<file path="config.mk">
export PLATFORM = sky130hd
export DESIGN_NAME = psdsqrt_rnd
export DESIGN_NICKNAME = d
export VERILOG_FILES = /design/src/rtl/psdsqrt_rnd.sv
export SDC_FILE = /design/constraint.sdc
export NUM_CORES = 1
export LEC_CHECK = 0
export CAP_MARGIN = 20
export CORE_ASPECT_RATIO = 1.25
export CORE_MARGIN = 2
export CORE_UTILIZATION = 40
export DETAILED_ROUTE_END_ITERATION = 16
export HOLD_SLACK_MARGIN = 0.08
export MAX_ROUTING_LAYER = met4
export SYNTH_ARGS = -nofsm -noshare
export SYNTH_HDL_FRONTEND = slang
export SYNTH_SLANG_ARGS = --single-unit
</file>
<file path="constraint.sdc">
create_clock -name clock -period 2.1 [get_ports clock]
set_input_delay 0.21 -clock clock [delete_from_list [all_inputs] [get_ports clock]]
set_output_delay 0.21 -clock clock [all_outputs]
set_load 0.01 [all_outputs]
</file>
<file path="src/rtl/psdsqrt_rnd.sv">
// psdsqrt_rnd: bit-serial integer square root with guard bits, selectable rounding and saturation
module psdsqrt_rnd #(
   parameter int NBITSIN = 32,
   parameter int FRACB   = 4,
   parameter int RMODE   = 1
) (
   input  logic               clock,
   input  logic               reset,
   input  logic               start,
   input  logic [NBITSIN-1:0] xin,
   output logic               busy,
   output logic               done,
   output logic [NBITSIN/2-1:0] sqrt,
   output logic               exact,
   output logic               sat
);
   localparam int NH = NBITSIN / 2;
   localparam int W  = NH + FRACB;
   localparam int CW = $clog2(W);

   generate
      if (NBITSIN % 2 != 0 || NBITSIN < 4 || NBITSIN > 62) begin : g_bad_nbitsin
         $error("psdsqrt_rnd: NBITSIN must be even and within 4..62");
      end
      if (FRACB < 1 || FRACB > 8) begin : g_bad_fracb
         $error("psdsqrt_rnd: FRACB must be within 1..8");
      end
      if (RMODE < 0 || RMODE > 2) begin : g_bad_rmode
         $error("psdsqrt_rnd: RMODE must be 0, 1 or 2");
      end
   endgenerate

   typedef enum logic [1:0] {IDLE, CALC, ROUND} state_t;

   state_t           r_state, w_next;
   logic [2*W-1:0]   r_x;
   logic [W-1:0]     r_q;
   logic [W+1:0]     r_rem;
   logic [CW-1:0]    r_cnt;
   logic [W+1:0]     w_part, w_trial;
   logic             w_fits, w_exact, w_inc;
   logic [NH:0]      w_v;

   // Remainder form of the digit recurrence: the remainder never exceeds 2*root,
   // so its top two bits are always zero before the next operand pair is shifted in.
   assign w_part  = {r_rem[W-1:0], r_x[2*W-1 -: 2]};
   assign w_trial = {r_q, 2'b01};
   assign w_fits  = w_part >= w_trial;
   assign w_exact = r_rem == '0;
   // Round-to-nearest only needs the top guard bit; ceiling bumps on any inexact result.
   assign w_inc   = RMODE == 1 ? r_q[FRACB-1] :
                    RMODE == 2 ? (|r_q[FRACB-1:0] | !w_exact) : 1'b0;
   assign w_v     = {1'b0, r_q[W-1:FRACB]} + {{NH{1'b0}}, w_inc};
   assign busy    = r_state != IDLE;

   // State register
   always_ff @(posedge clock) begin
      if (reset) r_state <= IDLE;
      else       r_state <= w_next;
   end

   // Next-state: accept a start while idle, iterate W times, then one rounding cycle
   always_comb begin
      w_next = r_state == IDLE ? (start ? CALC : IDLE) :
               r_state == CALC ? (r_cnt == CW'(W - 1) ? ROUND : CALC) : IDLE;
   end

   // Datapath: operand capture, one root bit per CALC cycle, rounding and result registers
   always_ff @(posedge clock) begin
      if (reset) begin
         r_x   <= '0;
         r_q   <= '0;
         r_rem <= '0;
         r_cnt <= '0;
         done  <= 1'b0;
         sqrt  <= '0;
         exact <= 1'b0;
         sat   <= 1'b0;
      end else begin
         done <= 1'b0;
         case (r_state)
            IDLE: if (start) begin
               r_x   <= {xin, {2*FRACB{1'b0}}};
               r_q   <= '0;
               r_rem <= '0;
               r_cnt <= '0;
            end
            CALC: begin
               r_x   <= r_x << 2;
               r_q   <= {r_q[W-2:0], w_fits};
               r_rem <= w_fits ? w_part - w_trial : w_part;
               r_cnt <= r_cnt + 1'b1;
            end
            ROUND: begin
               sqrt  <= w_v[NH] ? '1 : w_v[NH-1:0];
               sat   <= w_v[NH];
               exact <= w_exact;
               done  <= 1'b1;
            end
            default: ;
         endcase
      end
   end
endmodule

</file>
==> summary.md <==
| Metric | Value |
|---|---|
| RSZ-0062 raised after global routing | `true` |
| Ys flop type | `dfxtp_1` |
| Io pins | `55` |
| Syn Nets | `731` |
| Post-synth design cell area | `roughly 5400 um^2` |
| Hpwl dp | `~12 mm` |
| First-pass iteration count of the detailed router | `4` |
| FF+latch count, synth | `100` |
| 1st-iter DRT viols | `167` |
| Max FO, Critical Path | `7` |
| CP required | `2.32 ns` |
| Hold Fails Final Rpt | `0` |
| Relative slew slack | `57.8%` |
| Cell Rows | `47` |
| Core footprint | `13200 um^2` |
| Post-Syn Instances | `671` |
| Die W | `108 um` |
| Setup TNS | `-0.844 ns` |
| Share of cells above drive strength 1 | `between 30% and 40%` |
| Routability congestion estimate | `0.943` |
| Fillers | `1218` |
| CTS Buf Count | `9` |
| Mean post-synth cell area | `~8.0 um^2` |
| GRT Residual Overflow | `0` |
| Max H-tree Level | `3` |
| Reg area | `2030 um^2` |
| Critical path class | `register to register` |
| Max-cap violations | `0` |
| Failing checks | `setup timing` |
| Final worst setup slack | `-0.0912 ns` |
| Multi-input gate area | `3530 um^2` |
| Initial core utilization | `40.7%` |
| WL final | `15.3 mm` |
| Die area | `14300 um^2` |
| Hold buffers post-CTS | `0` |
| Yosys cell types | `64` |
| Post-synth EDFFs | `0` |
| Final design area excluding fillers | `7750 um^2` |
| Yosys warning count | `0` |
| Vias/cell | `5.24` |
| LEAKAGE | `3.15 nW` |
| HP Class | `primary input to register` |
| Pre-CTS WS | `-0.245 ns` |
| Root Driver | `clkbuf_16` |
| WP data arrival | `2.42 ns` |
| CTS sink count | `100` |
| Max VDD drop | `0.697 mV` |
| Pwr Density | `1130 nW/um^2` |
| Fin crit share | `104%` |
| Least-Margin Pin Slew | `0.632 ns` |
| Worst skew pair latency | `approximately 0.35 ns` |
| Vias in the first global route | `approximately 5300` |
| DR vias | `roughly 5300` |
| Antenna viol nets, final | `0` |
| Register area share after synthesis | `roughly 37%` |
| Die height | `133 um` |
| WL/cell | `15.2 um` |
| Tot GR Track Use | `approximately 22%` |
| CTS clk-pin slew, worst paths | `0.07 ns` |
| Fmax | `0.456 GHz` |
| Reg-to-reg setup timing slack | `-0.09 ns` |
| Outcome | `complete, but fails checks` |
| Clk_skew | `~0.012 ns` |
| CTS tree | `built` |
| Area of placed instances | `roughly 7000 um^2` |
| Final nets | `890` |
| Antenna cell count | `0` |
| Synth-to-layout area growth | `44.7%` |
| Port bufs | `54` |
| Antenna violations before repair | `0` |
| # DRC | `0` |
| Final min period | `2.19 ns` |
| # setup viols final | `19` |
| Largest net degree at the start of global routing | `36` |
| Startpoint Class | `register` |
| Ys async rst share | `0%` |
| Crit end category | `register` |
| Final Max Tran Viols | `0` |
| First-pass GRT wire length | `24.7 mm` |
| Maximum root-to-sink buffer count | `2` |
[final cells by class]
cell class	instances	area share (%)
Multi-Input combinational cell	506	45.6
Tap cell	171	2.76
Clock inverter	7	1.03
Inverter	28	1.39
Sequential cell	100	26.1
Timing Repair Buffer	185	20.2
Clock buffer	9	2.91
[state kept, by name, summed over array words and instances (netlist names)]
signal,flops
r_q,20
r_state,2
r_x,32
r_rem,22
sqrt,16
sat,1
done,1
r_cnt,5
exact,1
[final timing paths]
kind,from,endpoint,cells past startpoint
max,r_q[3]$_SDFFE_PP0P_,r_rem[7]$_SDFFE_PP0P_,10
min,reset,r_cnt[0]$_SDFFE_PP0P_,2
max reg2reg,r_q[3]$_SDFFE_PP0P_,r_rem[7]$_SDFFE_PP0P_,10
min reg2reg,r_q[0]$_SDFFE_PP0P_,r_q[0]$_SDFFE_PP0P_,2
[synthesized netlist by cell type (all sizes together) (3+ instances only)]
library cell	count	share of area [%]
ha	25	5.8
nor3	11	1.3
a31oi	5	0.70
nand3	14	1.4
nor2b	3	0.35
buf	10	1.5
clkbuf	27	1.9
nand2	63	4.4
dfxtp	100	37
xnor2	22	3.6
a32oi	5	0.82
mux2i	15	2.8
o21a	3	0.42
a21o	7	0.98
nand2b	8	0.93
a21oi	30	3.1
or3	5	0.68
nand4	6	0.98
a22o	3	0.49
o21ai	52	5.1
nor2	132	9.4
inv	28	2.0
o211ai	9	1.4
xor2	8	1.3
nor4	35	4.1
a211oi	16	2.5
and3	3	0.35
[metal layers]
| layer | vias up | share of wire [%] | track usage, % |
|---|---|---|---|
| met3 | 27 | 2.4 | 3.28 |
| met1 | 2477 | 42 | 23.4 |
| met2 | 95 | 54 | 40.5 |
| li1 | 2673 | - | - |
| met5 | - | 0 | - |
| met4 | 0 | 2.5 | 9.47 |
[critical path, cell delays in order, from the launching register on]
cell and delay, ns:
dfxtp_2 0.35, inv_2 0.05, ha_4 0.25, a21oi_4 0.14
nand2_2 0.08, o21ai_2 0.16, nand4_1 0.12, a221o_1 0.45
buf_6 0.19, mux2i_1 0.18, o21ai_1 0.10
[kinds of logic (layout without fill, tap and decap cells)]
family	count (synthesis)	after routing	share of synthesized area (%)
AO/OA/AOI/OAI	148	148	18.7
XOR/XNOR	30	30	4.90
adder cells (fa/ha/maj)	25	25	5.84
buffers and inverters	65	229	5.35
flip-flops	100	100	37.4
multiplexers	16	16	3.01
AND/OR/NAND/NOR	287	287	24.8
[power by group]
| part | internal [W] | total [W] | switching (W) |
|---|---|---|---|
| clock | 0.000848 | 0.00167 | 0.000819 |
| sequential | 0.00205 | 0.00216 | 0.000113 |
| combinational | 0.00259 | 0.00494 | 0.00235 |
[per-stage QoR]
step / instances / utilization [%] / power, W / hold WS [ns]
final: 1006 / 58.9 / 0.00877 / 0.216
after global routing: 1006 / 58.9 / 0.00927 / 0.249
after CTS: 1004 / 58.1 / 0.00854 / 0.212
after detailed placement: 980 / 53.1 / 0.00625 / 0.450
after global placement: 980 / 53.1 / 0.00623 / 0.436
after floorplan: 671 / - / 0.00492 / 0.346
[layout by cell type, fill, tap and decap left out, types with 9 or more instances in the layout]
master | Yosys | layout
clkbuf_16 | 0 | 9
inv_2 | 0 | 11
dfxtp_2 | 0 | 20
buf_4 | 1 | 123
o21ai_0 | 28 | 27
ha_4 | 0 | 17
inv_1 | 28 | 16
xnor2_1 | 22 | 18
dfxtp_1 | 100 | 80
a21oi_1 | 28 | 20
nand3_1 | 13 | 9
nand2_1 | 63 | 60
nor4_1 | 35 | 35
mux2i_1 | 15 | 11
clkdlybuf4s50_1 | 0 | 53
o21ai_1 | 21 | 20
nor2_1 | 130 | 127
a211oi_1 | 13 | 11
[repair_timing]
action | 4_1_cts | 5_1_grt
resized for setup | 60 | 24
endpoints found under the hold margin | 0 | 0
setup buffers | 7 | 2
gates cloned | 1 | 0
pin swaps | 23 | 17
endpoints found under the setup margin | 39 | 33
(Power assumes the default switching activity.)
